`src/rtl/hazard_ctrl_pkg.sv`:
```
// Shared pipeline definitions for the hazard controller: result classes,
// forward select codes, the E/M tracking record and tnew helpers.
package hazard_ctrl_pkg;

   localparam int unsigned AW   = 5;
   localparam int unsigned RESW = 2;
   localparam int unsigned FSW  = 2;
   localparam int unsigned TUW  = 2;

   typedef enum logic [RESW-1:0] {
      RES_NW  = 2'd0,
      RES_ALU = 2'd1,
      RES_DM  = 2'd2,
      RES_PC  = 2'd3
   } res_t;

   typedef enum logic [FSW-1:0] {
      FWD_NONE = 2'd0,
      FWD_EPC8 = 2'd1,
      FWD_M    = 2'd2,
      FWD_W    = 2'd3
   } fwd_t;

   // tuse value meaning "operand not read"; larger than any tnew so it never stalls
   localparam logic [TUW-1:0] TUSE_NONE = 2'd3;

   typedef struct packed {
      logic [AW-1:0] ra1;
      logic [AW-1:0] ra2;
      logic [AW-1:0] wa;
      res_t          res;
      logic          md_start;
   } trk_t;

   function automatic logic [TUW-1:0] tnew_e(input res_t r);
      logic [TUW-1:0] t;
      case (r)
         RES_ALU: t = 2'd1;
         RES_DM:  t = 2'd2;
         default: t = 2'd0;
      endcase
      return t;
   endfunction

   function automatic logic [TUW-1:0] tnew_m(input res_t r);
      return (r == RES_DM) ? 2'd1 : 2'd0;
   endfunction

   // A stage produces register a only for a real, nonzero write to a
   function automatic logic is_producer(input logic [AW-1:0] wa,
                                        input res_t          r,
                                        input logic [AW-1:0] a);
      return (wa == a) && (a != '0) && (r != RES_NW);
   endfunction

endpackage

```
`src/rtl/atc_stage.sv`:
```
// One pipeline tracking register {ra1, ra2, wa, res, md_start}; flush loads a bubble.
module atc_stage
   import hazard_ctrl_pkg::*;
(
   input  logic clk,
   input  logic rst,
   input  logic flush,
   input  trk_t d,
   output trk_t q
);

   always_ff @(posedge clk or posedge rst) begin
      if (rst) begin
         q <= '0;
      end else if (flush) begin
         q <= '0;
      end else begin
         q <= d;
      end
   end

endmodule

```
`src/rtl/hazard_ctrl.sv`:
```
// Pipeline hazard controller: tuse/tnew stall detection, operand forward
// selects for D/E/M, and the mult/div busy counter.
module hazard_ctrl
   import hazard_ctrl_pkg::*;
#(
   parameter int unsigned MULT_CYC = 5,
   parameter int unsigned DIV_CYC  = 10
) (
   input  logic           clk,
   input  logic           rst,
   input  logic [AW-1:0]  ra1D,
   input  logic [AW-1:0]  ra2D,
   input  logic [AW-1:0]  waD,
   input  logic [RESW-1:0] resD,
   input  logic [TUW-1:0] tuse1D,
   input  logic [TUW-1:0] tuse2D,
   input  logic           mdD,
   input  logic           mdStartD,
   input  logic           mdDivD,
   input  logic [AW-1:0]  waW,
   input  logic [RESW-1:0] resW,
   output logic           stall,
   output logic [FSW-1:0] fwdRsD,
   output logic [FSW-1:0] fwdRtD,
   output logic [FSW-1:0] fwdRsE,
   output logic [FSW-1:0] fwdRtE,
   output logic [FSW-1:0] fwdRtM,
   output logic           busy
);

   localparam int unsigned CMAX = (MULT_CYC > DIV_CYC) ? MULT_CYC : DIV_CYC;
   localparam int unsigned CW   = $clog2(CMAX + 1);

   trk_t          d_trk;
   trk_t          e_trk;
   trk_t          m_trk;
   res_t          w_res;
   logic          div_e;
   logic [CW-1:0] cnt;
   logic [CW-1:0] cnt_nxt;
   logic          unused_m;

   assign d_trk = '{ra1: ra1D, ra2: ra2D, wa: waD, res: res_t'(resD), md_start: mdStartD};
   assign w_res = res_t'(resW);

   // M only feeds store-data forwarding, so its ra1 and start flag are dead
   assign unused_m = ^{m_trk.ra1, m_trk.md_start};

   atc_stage u_e (
      .clk   (clk),
      .rst   (rst),
      .flush (stall),
      .d     (d_trk),
      .q     (e_trk)
   );

   atc_stage u_m (
      .clk   (clk),
      .rst   (rst),
      .flush (1'b0),
      .d     (e_trk),
      .q     (m_trk)
   );

   // Only the nearest producer decides; a nearer stage shadows older ones
   function automatic logic op_stall(input logic [AW-1:0]  a,
                                     input logic [TUW-1:0] tuse,
                                     input logic [AW-1:0]  e_wa,
                                     input res_t           e_res,
                                     input logic [AW-1:0]  m_wa,
                                     input res_t           m_res);
      logic s;
      s = 1'b0;
      if (is_producer(e_wa, e_res, a)) begin
         s = (tuse < tnew_e(e_res));
      end else if (is_producer(m_wa, m_res, a)) begin
         s = (tuse < tnew_m(m_res));
      end
      return s;
   endfunction

   function automatic fwd_t fwd_to_d(input logic [AW-1:0] a,
                                     input logic [AW-1:0] e_wa,
                                     input res_t          e_res,
                                     input logic [AW-1:0] m_wa,
                                     input res_t          m_res,
                                     input logic [AW-1:0] w_wa,
                                     input res_t          w_r);
      fwd_t f;
      f = FWD_NONE;
      if (is_producer(e_wa, e_res, a)) begin
         f = (e_res == RES_PC) ? FWD_EPC8 : FWD_NONE;
      end else if (is_producer(m_wa, m_res, a)) begin
         f = (tnew_m(m_res) == '0) ? FWD_M : FWD_NONE;
      end else if (is_producer(w_wa, w_r, a)) begin
         f = FWD_W;
      end
      return f;
   endfunction

   function automatic fwd_t fwd_to_e(input logic [AW-1:0] a,
                                     input logic [AW-1:0] m_wa,
                                     input res_t          m_res,
                                     input logic [AW-1:0] w_wa,
                                     input res_t          w_r);
      fwd_t f;
      f = FWD_NONE;
      if (is_producer(m_wa, m_res, a)) begin
         f = (tnew_m(m_res) == '0) ? FWD_M : FWD_NONE;
      end else if (is_producer(w_wa, w_r, a)) begin
         f = FWD_W;
      end
      return f;
   endfunction

   function automatic fwd_t fwd_to_m(input logic [AW-1:0] a,
                                     input logic [AW-1:0] w_wa,
                                     input res_t          w_r);
      return is_producer(w_wa, w_r, a) ? FWD_W : FWD_NONE;
   endfunction

   // Stall and forward selects; all held at zero during reset
   always_comb begin
      stall  = 1'b0;
      fwdRsD = FSW'(FWD_NONE);
      fwdRtD = FSW'(FWD_NONE);
      fwdRsE = FSW'(FWD_NONE);
      fwdRtE = FSW'(FWD_NONE);
      fwdRtM = FSW'(FWD_NONE);
      if (!rst) begin
         stall  = op_stall(ra1D, tuse1D, e_trk.wa, e_trk.res, m_trk.wa, m_trk.res)
                | op_stall(ra2D, tuse2D, e_trk.wa, e_trk.res, m_trk.wa, m_trk.res)
                | (mdD & (busy | e_trk.md_start));
         fwdRsD = FSW'(fwd_to_d(ra1D, e_trk.wa, e_trk.res, m_trk.wa, m_trk.res, waW, w_res));
         fwdRtD = FSW'(fwd_to_d(ra2D, e_trk.wa, e_trk.res, m_trk.wa, m_trk.res, waW, w_res));
         fwdRsE = FSW'(fwd_to_e(e_trk.ra1, m_trk.wa, m_trk.res, waW, w_res));
         fwdRtE = FSW'(fwd_to_e(e_trk.ra2, m_trk.wa, m_trk.res, waW, w_res));
         fwdRtM = FSW'(fwd_to_m(m_trk.ra2, waW, w_res));
      end
   end

   // Start in E loads the counter at the end of its E cycle; a start while busy is dropped
   always_comb begin
      cnt_nxt = cnt;
      if (e_trk.md_start && !busy) begin
         cnt_nxt = div_e ? CW'(DIV_CYC) : CW'(MULT_CYC);
      end else if (cnt != '0) begin
         cnt_nxt = cnt - CW'(1);
      end
   end

   always_ff @(posedge clk or posedge rst) begin
      if (rst) begin
         cnt   <= '0;
         busy  <= 1'b0;
         div_e <= 1'b0;
      end else begin
         cnt   <= cnt_nxt;
         busy  <= (cnt_nxt != '0);
         div_e <= mdDivD & ~stall;
      end
   end

endmodule

```
`config.mk`:
```
export PLATFORM = sky130hd
export DESIGN_NAME = hazard_ctrl
export DESIGN_NICKNAME = d
export VERILOG_FILES = /design/src/rtl/hazard_ctrl_pkg.sv /design/src/rtl/atc_stage.sv /design/src/rtl/hazard_ctrl.sv
export SDC_FILE = /design/constraint.sdc
export NUM_CORES = 1
export LEC_CHECK = 0
export ABC_CLOCK_PERIOD_IN_PS = 7700
export BUFFER_PORTS_ARGS = -buffer_cell sky130_fd_sc_hd__buf_2
export CAP_MARGIN = 0
export CORE_MARGIN = 5
export CORE_UTILIZATION = 62
export CTS_BUF_LIST = sky130_fd_sc_hd__clkbuf_8
export CTS_CLUSTER_DIAMETER = 30
export DETAILED_ROUTE_END_ITERATION = 12
export GPL_TIMING_DRIVEN = 0
export PLACE_DENSITY_LB_ADDON = 0.25
export SLEW_MARGIN = 20
export SYNTH_ARGS = -nofsm -noshare
export SYNTH_HDL_FRONTEND = slang
export SYNTH_HIERARCHICAL = 1
export SYNTH_SLANG_ARGS = --single-unit
export TNS_END_PERCENT = 20
```
`constraint.sdc`:
```
create_clock -name clk -period 7.7 [get_ports clk]
set_input_delay 1.925 -clock clk [delete_from_list [all_inputs] [get_ports clk]]
set_output_delay 1.925 -clock clk [all_outputs]
set_load 0.01 [all_outputs]
```
# Yosys cells after proc, flatten, opt, wreduce, memory -nomap -nowiden
# Index checks and enable logic that the tools add are counted.
totals:
  regBits: 36
  latch_bits: 0
  mem_bits_rw: 0
  rom_bits: 0
  input_bits: 33
  out_inout_bits: 12
  wordCells: 107
  mem_count: 0
classes:
  addsub: 1
  n_mul: 0
  n_div: 0
  order_cmp: 4
  eq_ne: 15
  shift: 0
  n_mux: 35
  bitwise_logic: 6
  reduce_logical: 35
ops:
  columns: ["op", "count"]
  rows:
  - ["$eq A5 B5 Y1", 11]
  - ["$mux W2", 21]
  - ["$reduce_bool A5 Y1", 5]
  - ["$logic_and A1 B1 Y1", 23]
  - ["$mux W18", 1]
  - ["$mux W4", 3]
  - ["$mux W1", 9]
  - ["$lt A2 B2 Y1", 4]
  - ["$reduce_bool A4 Y1", 2]
  - ["$eq A2 B2 Y1 const B", 3]
  - ["$reduce_bool A2 Y1", 3]
  - ["$pmux W2 S2", 1]
  - ["$sub A4 B1 Y4 const B", 1]
  - ["$or A1 B1 Y1", 3]
  - ["$and A1 B1 Y1", 2]
  - ["$eq A2 B1 Y1 const B", 1]
  - ["$logic_not A2 Y1", 1]
  - ["$logic_not A1 Y1", 1]
  - ["$not A1 Y1", 1]

# Logic depth before layout (Yosys ltp)
# Gate-level depths: netlist of the first run.
logic_depth:
  ltp_word: 13
  mapped_depth: 8

# Modules after synthesis
# The synthesis of the first run kept the hierarchy.
by_module_without_submodules:
  columns: ["mod", "n_inst", "cells_per_inst", "area_per_inst_um2"]
  rows:
  - ["hazard_ctrl", 1, 167, 1322.5]
  - ["atc_stage", 2, 38, 583.1]

# Least setup slack after synthesis of the first run
# Ideal clock, no wire load.
synth_path:
  path_kind: "input to output"
  from: "input port ra1D[1]"
  to: "output port stall"
  t_arrival_ns: 3.551
  required_time_ns: 5.775
  slack_ns: 2.224
  stages: 5
  path_buffers: 0
  cell_sequence: "or4_4 > nor2_4 > nor4_2 > or3_4 > a31oi_1"
synth_via:
  elab_chain_len: 9
  elab_cells_between_ends: 13
  classes_between: "eq/ne (2); mux (4); bitwise (2); reduce/logical (5)"
synth_rtl:
  columns: ["item", "line_no", "rtl"]
  rows:
  - ["start, declared", "hazard_ctrl.sv:11", "input logic [AW-1:0] ra1D,"]
  - ["$eq A5 B5 Y1 / $reduce_bool A5 Y1 (equally long branches)", "hazard_ctrl_pkg.sv:53", "return (wa == a) && (a != '0) && (r != RES_NW);"]
  - ["$logic_and A1 B1 Y1 (2 in a row)", "hazard_ctrl_pkg.sv:53", null]
  - ["$mux W1", "hazard_ctrl.sv:76", "end else if (is_producer(m_wa, m_res, a)) begin"]
  - ["$mux W1 *", "hazard_ctrl.sv:74", "if (is_producer(e_wa, e_res, a)) begin"]
  - ["$mux W1 *", "hazard_ctrl.sv:130", "if (!rst) begin"]
  - ["$or A1 B1 Y1 *", "hazard_ctrl.sv:132", "| op_stall(ra2D, tuse2D, e_trk.wa, e_trk.res, m_trk.wa, m_trk.res)"]
  - ["$or A1 B1 Y1 *", "hazard_ctrl.sv:133", "| (mdD & (busy | e_trk.md_start));"]
  - ["$mux W1 *", "hazard_ctrl.sv:130", null]
  - ["end, declared", "hazard_ctrl.sv:22", "output logic stall,"]
# Every way passes the cells marked *; elsewhere a longest branch is shown, timed or not. The select of a mux whose other input is x is not followed.

# Worst setup path in the final report of the first run
# Ends and elaborated chain as after synthesis.

==> results of run 1 <==
## per-layer routing
metal	vias to the layer above	wire length (um)	part of all wire
li1	888	-	-
met1	869	2127	0.41
met2	67	2653	0.51
met3	17	308	0.059
met4	0	138	0.026
met5	-	0	0
## power breakdown
part	switching, W	internal [W]	total, W	leakage (nW)
logic	0.0000743	0.0000701	0.000144	0.746
registers	0.0000246	0.000214	0.000239	0.448
clock network	0.0000663	0.000114	0.000181	0.0645
## stage by stage
step	power [W]	hold slack, ps	util
2_1_floorplan	0.0003461	458.8	-
3_3_place_gp	0.0003801	482.4	0.7076
3_5_place_dp	0.0003841	490.7	0.7076
4_1_cts	0.0005661	502.7	0.7424
5_1_grt	0.0005971	533.3	0.7424
6_report	0.0005638	512.6	0.7424
## critical path, delay by kind of cell
family	cells	cell delay, ps
AOI/OAI and AO/OA	1	700
buffers and inverters	2	410
and+or+nand+nor	4	1160
## cells in the final DEF, fill, tap and decap left out, drive strengths merged, types with 2 or more instances in the layout
cell type	count
and2b	11
dfrtp	36
or3	4
nand4	5
xnor2	24
nand2	6
ha	3
nor2b	20
nand3	3
nand3b	2
a221oi	2
mux2i	2
buf	43
conb	6
a21oi	6
nor2	12
or3b	2
nand2b	2
nor3	7
a31oi	3
or2	2
or4	3
o21ai	3
a41o	2
o221ai	2
clkbuf	12
xor2	27
nor4	9
inv	10
## registers in the layout, summed over array words and instances, names as in the netlist
signal / flops
div_e: 1
u_e/q: 18
cnt: 4
u_m/q: 12
busy: 1
## worst min-delay path by stage
stage                    startpoint               end  cells after the start
floorplan           div_e$_DFF_PP0_  cnt[0]$_DFF_PP0_                      1
global placement    div_e$_DFF_PP0_  cnt[0]$_DFF_PP0_                      1
detailed placement  div_e$_DFF_PP0_  cnt[0]$_DFF_PP0_                      1
CTS                 div_e$_DFF_PP0_  cnt[0]$_DFF_PP0_                      1
global route        div_e$_DFF_PP0_  cnt[0]$_DFF_PP0_                      1
finish              div_e$_DFF_PP0_  cnt[0]$_DFF_PP0_                      1
## area by class of cell
type                            count  area share
Clock buffer                        7     0.03571
Buffer                              9     0.01948
Multi-Input combinational cell    181      0.4912
Sequential cell                    36      0.3340
Timing Repair Buffer               39     0.07236
Clock inverter                      1     0.01113
Tap cell                           48     0.02226
Inverter                           10     0.01391
==> impl_metrics.json, run 1 <==
{
  "hold_viol": 0,
  "postCtsSetupBuffers": 0,
  "synthCells": 231,
  "timing.final.crit_share": 0.7956,
  "ant_nets": 0,
  "max_cap_violations": 0,
  "final_nets": 318,
  "ir_worst_vdd_mv": 0.1623,
  "slew_headroom": 0.4355,
  "die-area_um2": 5023,
  "cts-resized-gates": 0,
  "final_max_slew_viol_count": 0,
  "avgViaCountPerCell": 5.562,
  "tightest_slew_ps": 842.8,
  "wl_per_cell_um": 15.79,
  "numClockSinks": 36,
  "cp_cell_sequence": "buf_2 -> or4_4 -> nor2_4 -> nor4_2 -> or3_4 -> a31oi_1 -> buf_2",
  "regToRegSetupSlack_ps": 4920,
  "dr.pass1.iters": 4,
  "drt-total-wl_um": 5227,
  "crit_type": "input pin to output port",
  "clockBufferDepth": 2,
  "cp_slowest_cell": "a31oi_1",
  "worstSetupStartpointType": "input pin",
  "area_delta_synth_final_pct": 17.43,
  "clk_pin_slew_ps": 70,
  "endpoint": "stall",
  "placed_cell_area_um2": 2571,
  "drt_iter0_drc": 106,
  "cts_made_buffers": 5,
  "grt.busiest_layer": "met2",
  "reg2regPathDepth": 8,
  "cts.htree.levels": 2,
  "fin_ws_ps": 1574,
  "layout-drive-gt1-share": 0.2332,
  "track_usage": 0.2227,
  "finalSetupViolations": 0,
  "tns_ps": 0,
  "endpoint_kind": "output port",
  "final_cells": 331,
  "yosysWarnings": 6,
  "r2r-start": "u_e/q[1]$_DFF_PP0_",
  "pin_count": 45,
  "outcome": "finished clean",
  "cp_data_arrival_time_ps": 4200,
  "overflow": 0,
  "num_antenna_cells": 0,
  "die_w_um": 70.87,
  "period_needed_ps": 6126,
  "crit_fanout": 10,
  "post-place-ws_ps": 1565,
  "netlist_area_um2": 2297,
  "worstSetupStartpoint": "ra1D[1]",
  "syn_area_per_cell_um2": 9.945,
  "grt_first_pass_wirelength_um": 8673,
  "fillerInstances": 292,
  "grt_antenna_before_repair": 0,
  "max_freq_mhz": 163.2,
  "worst_r2r_endpoint": "u_e/q[10]$_DFF_PP0_",
  "cts_root_buf": "clkbuf_8",
  "powerDensity_nw_per_um2": 209.0,
  "num_rows": 22,
  "min-delay-path-class": "register to register",
  "core_um2": 3633,
  "dp.cells": 323,
  "cp.required_ps": 5780,
  "p_leak_nw": 1.258,
  "seq_area_um2": 900.9,
  "grt_max_degree": 19,
  "use_met1": 0.2740,
  "met2_usage": 0.3821,
  "initial_core_util": 0.6322,
  "insertion_delay_ps": 290,
  "dp_hpwl_um": 3908,
  "use_met3": 0.06108,
  "portBuffers": 39,
  "vias": 1841,
  "fp.dieH_um": 70.87,
  "cts_tree": "built",
  "cp_slowest_stage_delay_ps": 700,
  "grt_setup_unrepaired": "false",
  "multi_input_area_um2": 1325,
  "grt_pass1_vias": 1829,
  "worst_path_most_repeated_cell": "buf_2",
  "fin_skew_ps": 5.982,
  "stdcell_area_um2": 2698,
  "drc": 0,
  "place_congestion": 0.8996,
  "hold_buffers": 0
}
(Power assumes the default switching activity.)
==> run 2, diff against run 1 <==
--- a/config.mk
+++ b/config.mk
@@ -5,11 +5,11 @@
 export SDC_FILE = /design/constraint.sdc
 export NUM_CORES = 1
 export LEC_CHECK = 0
-export ABC_CLOCK_PERIOD_IN_PS = 7700
+export ABC_CLOCK_PERIOD_IN_PS = 6200
 export BUFFER_PORTS_ARGS = -buffer_cell sky130_fd_sc_hd__buf_2
 export CAP_MARGIN = 0
 export CORE_MARGIN = 5
-export CORE_UTILIZATION = 62
+export CORE_UTILIZATION = 58
 export CTS_BUF_LIST = sky130_fd_sc_hd__clkbuf_8
 export CTS_CLUSTER_DIAMETER = 30
 export DETAILED_ROUTE_END_ITERATION = 12
==> constraint.sdc (replaced) <==
create_clock -name clk -period 6.2 [get_ports clk]
set_input_delay 1.55 -clock clk [delete_from_list [all_inputs] [get_ports clk]]
set_output_delay 1.55 -clock clk [all_outputs]
set_load 0.01 [all_outputs]
==> run 2 against run 1 <==
  * Non-clock buffer count stayed put
  * Sequential cell count is the same
  * Combinational power increased by 25%
  * Clock power grew 9.9%
  * Critical path depth unchanged
  * Clock-buffer cell count decreased by 2
  * Critical path type unchanged
  * First-iteration DRC count is 4.7% higher
  * Routed wire length fell by 2.5%
  * Critical endpoint unchanged
  * Sequential power grew 24%
  * Design area down 0.70%
  * Sequential share of layout area up 0.23 points
==> impl_metrics.json, run 2 (same netlist as run 1, synthesis figures left out) <==
{
  "endpoint": "stall",
  "p_seq_frac": 0.439,
  "cp_data_arrival_time_ps": 3900,
  "grt_max_degree": 19,
  "drt-total-wl_um": 5098,
  "reg_top3": "u_e/q: 18 flops, u_m/q: 12 flops, cnt: 4 flops",
  "final_max_slew_viol_count": 0,
  "grt_first_pass_wirelength_um": 8914,
  "crit_fanout": 10,
  "mostFrequentLayoutCell": "buf_2",
  "dp_hpwl_um": 4051,
  "crit_type": "input pin to output port",
  "final_nets": 318,
  "postCtsSetupBuffers": 0,
  "grt_pass1_vias": 1932,
  "fin_ws_ps": 751.5,
  "area_delta_synth_final_pct": 16.61,
  "place_congestion": 0.9043,
  "pin_count": 45,
  "cts_tree": "built",
  "min-delay-path-class": "register to register",
  "cts-resized-gates": 0,
  "cp.required_ps": 4650,
  "outcome": "finished clean",
  "worst_r2r_endpoint": "u_e/q[6]$_DFF_PP0_",
  "regToRegSetupSlack_ps": 3410,
  "post-route-util": 0.7156,
  "layout-drive-gt1-share": 0.2297,
  "fin_skew_ps": 10.86,
  "max_cap_violations": 0,
  "slew_headroom": 0.3951,
  "portBuffers": 39,
  "worstSetupStartpointType": "input pin",
  "track_usage": 0.2223,
  "power.total_w": 0.0006759,
  "powerDensity_nw_per_um2": 252.3,
  "dp.cells": 323,
  "worstSetupStartpoint": "ra1D[1]",
  "clk_pin_slew_ps": 70,
  "endpoint_kind": "output port",
  "tns_ps": 0,
  "timing.final.crit_share": 0.8788,
  "fp.dieH_um": 72.94,
  "cts_made_buffers": 5,
  "initial_core_util": 0.6136,
  "overflow": 0,
  "hp-start": "div_e$_DFF_PP0_",
  "period_needed_ps": 5449,
  "p_comb_frac": 0.266,
  "max_freq_mhz": 183.5,
  "ir_worst_vdd_mv": 0.1365,
  "switchingPower_w": 0.0002047,
  "switching_share": 0.3029,
  "layout_common_cells": "buf_2, dfrtp_1, xor2_1",
  "clockPowerShare": 0.295,
  "vias": 1829,
  "hold_buffers": 0,
  "post-place-ws_ps": 768.5,
  "clockBufferDepth": 2,
  "grt_antenna_before_repair": 0,
  "r2r-start": "u_e/q[6]$_DFF_PP0_",
  "final_cells": 331,
  "p_leak_nw": 1.253,
  "die-area_um2": 5320,
  "hold_viol": 0,
  "avgViaCountPerCell": 5.526,
  "ant_nets": 0,
  "wl_per_cell_um": 15.40,
  "top_register": "u_e/q",
  "num_antenna_cells": 0,
  "finalSetupViolations": 0,
  "dr.pass1.iters": 4,
  "largest_reg_flops": 18,
  "cts_root_buf": "clkbuf_8",
  "grt_setup_unrepaired": "false",
  "drt_iter0_drc": 111,
  "insertion_delay_ps": 290,
  "num_rows": 22,
  "cts.htree.levels": 2,
  "numClockSinks": 36,
  "die_w_um": 72.94,
  "drc": 0,
  "core_um2": 3744,
  "reg2regPathDepth": 7,
  "cell_internal_pwr_w": 0.0004712,
  "tightest_slew_ps": 903.1
}
## run 2: cell count changes in the layout (fill, tap and decap cells not counted)
cell      before  now
inv_1         10   11
clkinv_2       0    1
clkbuf_8       7    5
## run 2: worst max-delay path, stage by stage
cell and delay (ps):
buf_2 150, or4_4 550, nor2_4 130, nor4_2 100, or3_4 400, a31oi_1 740
buf_2 270
## run 2: power by group through the flow
stage	registers (W)	clock network, W	logic (W)
6_report	0.000297	0.000199	0.000180
2_1_floorplan	0.000295	0	0.000135
3_3_place_gp	0.000300	0	0.000172
3_5_place_dp	0.000302	0	0.000179
4_1_cts	0.000297	0.000202	0.000182
5_1_grt	0.000303	0.000217	0.000206
## run 2: routing by layer
layer	GRT usage	vias up	share of wire
li1	-	888	-
met1	0.2779	886	0.42
met2	0.3717	43	0.52
met3	0.05647	12	0.042
met4	0.07787	0	0.023
met5	0	-	0
## run 2: worst min path at each step
stage | to | cells past startpoint | slack (ps)
after floorplan | cnt[0]$_DFF_PP0_ | 1 | 460
after global placement | cnt[0]$_DFF_PP0_ | 1 | 490
after detailed placement | cnt[0]$_DFF_PP0_ | 1 | 500
after CTS | cnt[0]$_DFF_PP0_ | 1 | 500
after global routing | cnt[0]$_DFF_PP0_ | 1 | 530
final | cnt[0]$_DFF_PP0_ | 1 | 500
## run 2: layout make-up
cell class	count	area (um^2)
clock inverters	3	38.79
multi-input cells	181	1325
plain buffers	9	52.55
inverters	10	37.54
repair buffers	39	195.2
well taps	48	60.06
fillers	300	1065
flip-flops and latches	36	900.9
clock buffers	5	68.82
## run 2: through the flow
step / hold slack (ps) / instance area (um^2)
detailed placement: 495.5 / 2571
CTS: 503.7 / 2679
global route: 533.1 / 2679
floorplan: 458.8 / 2316
finish: 503.9 / 2679
global placement: 492.5 / 2571
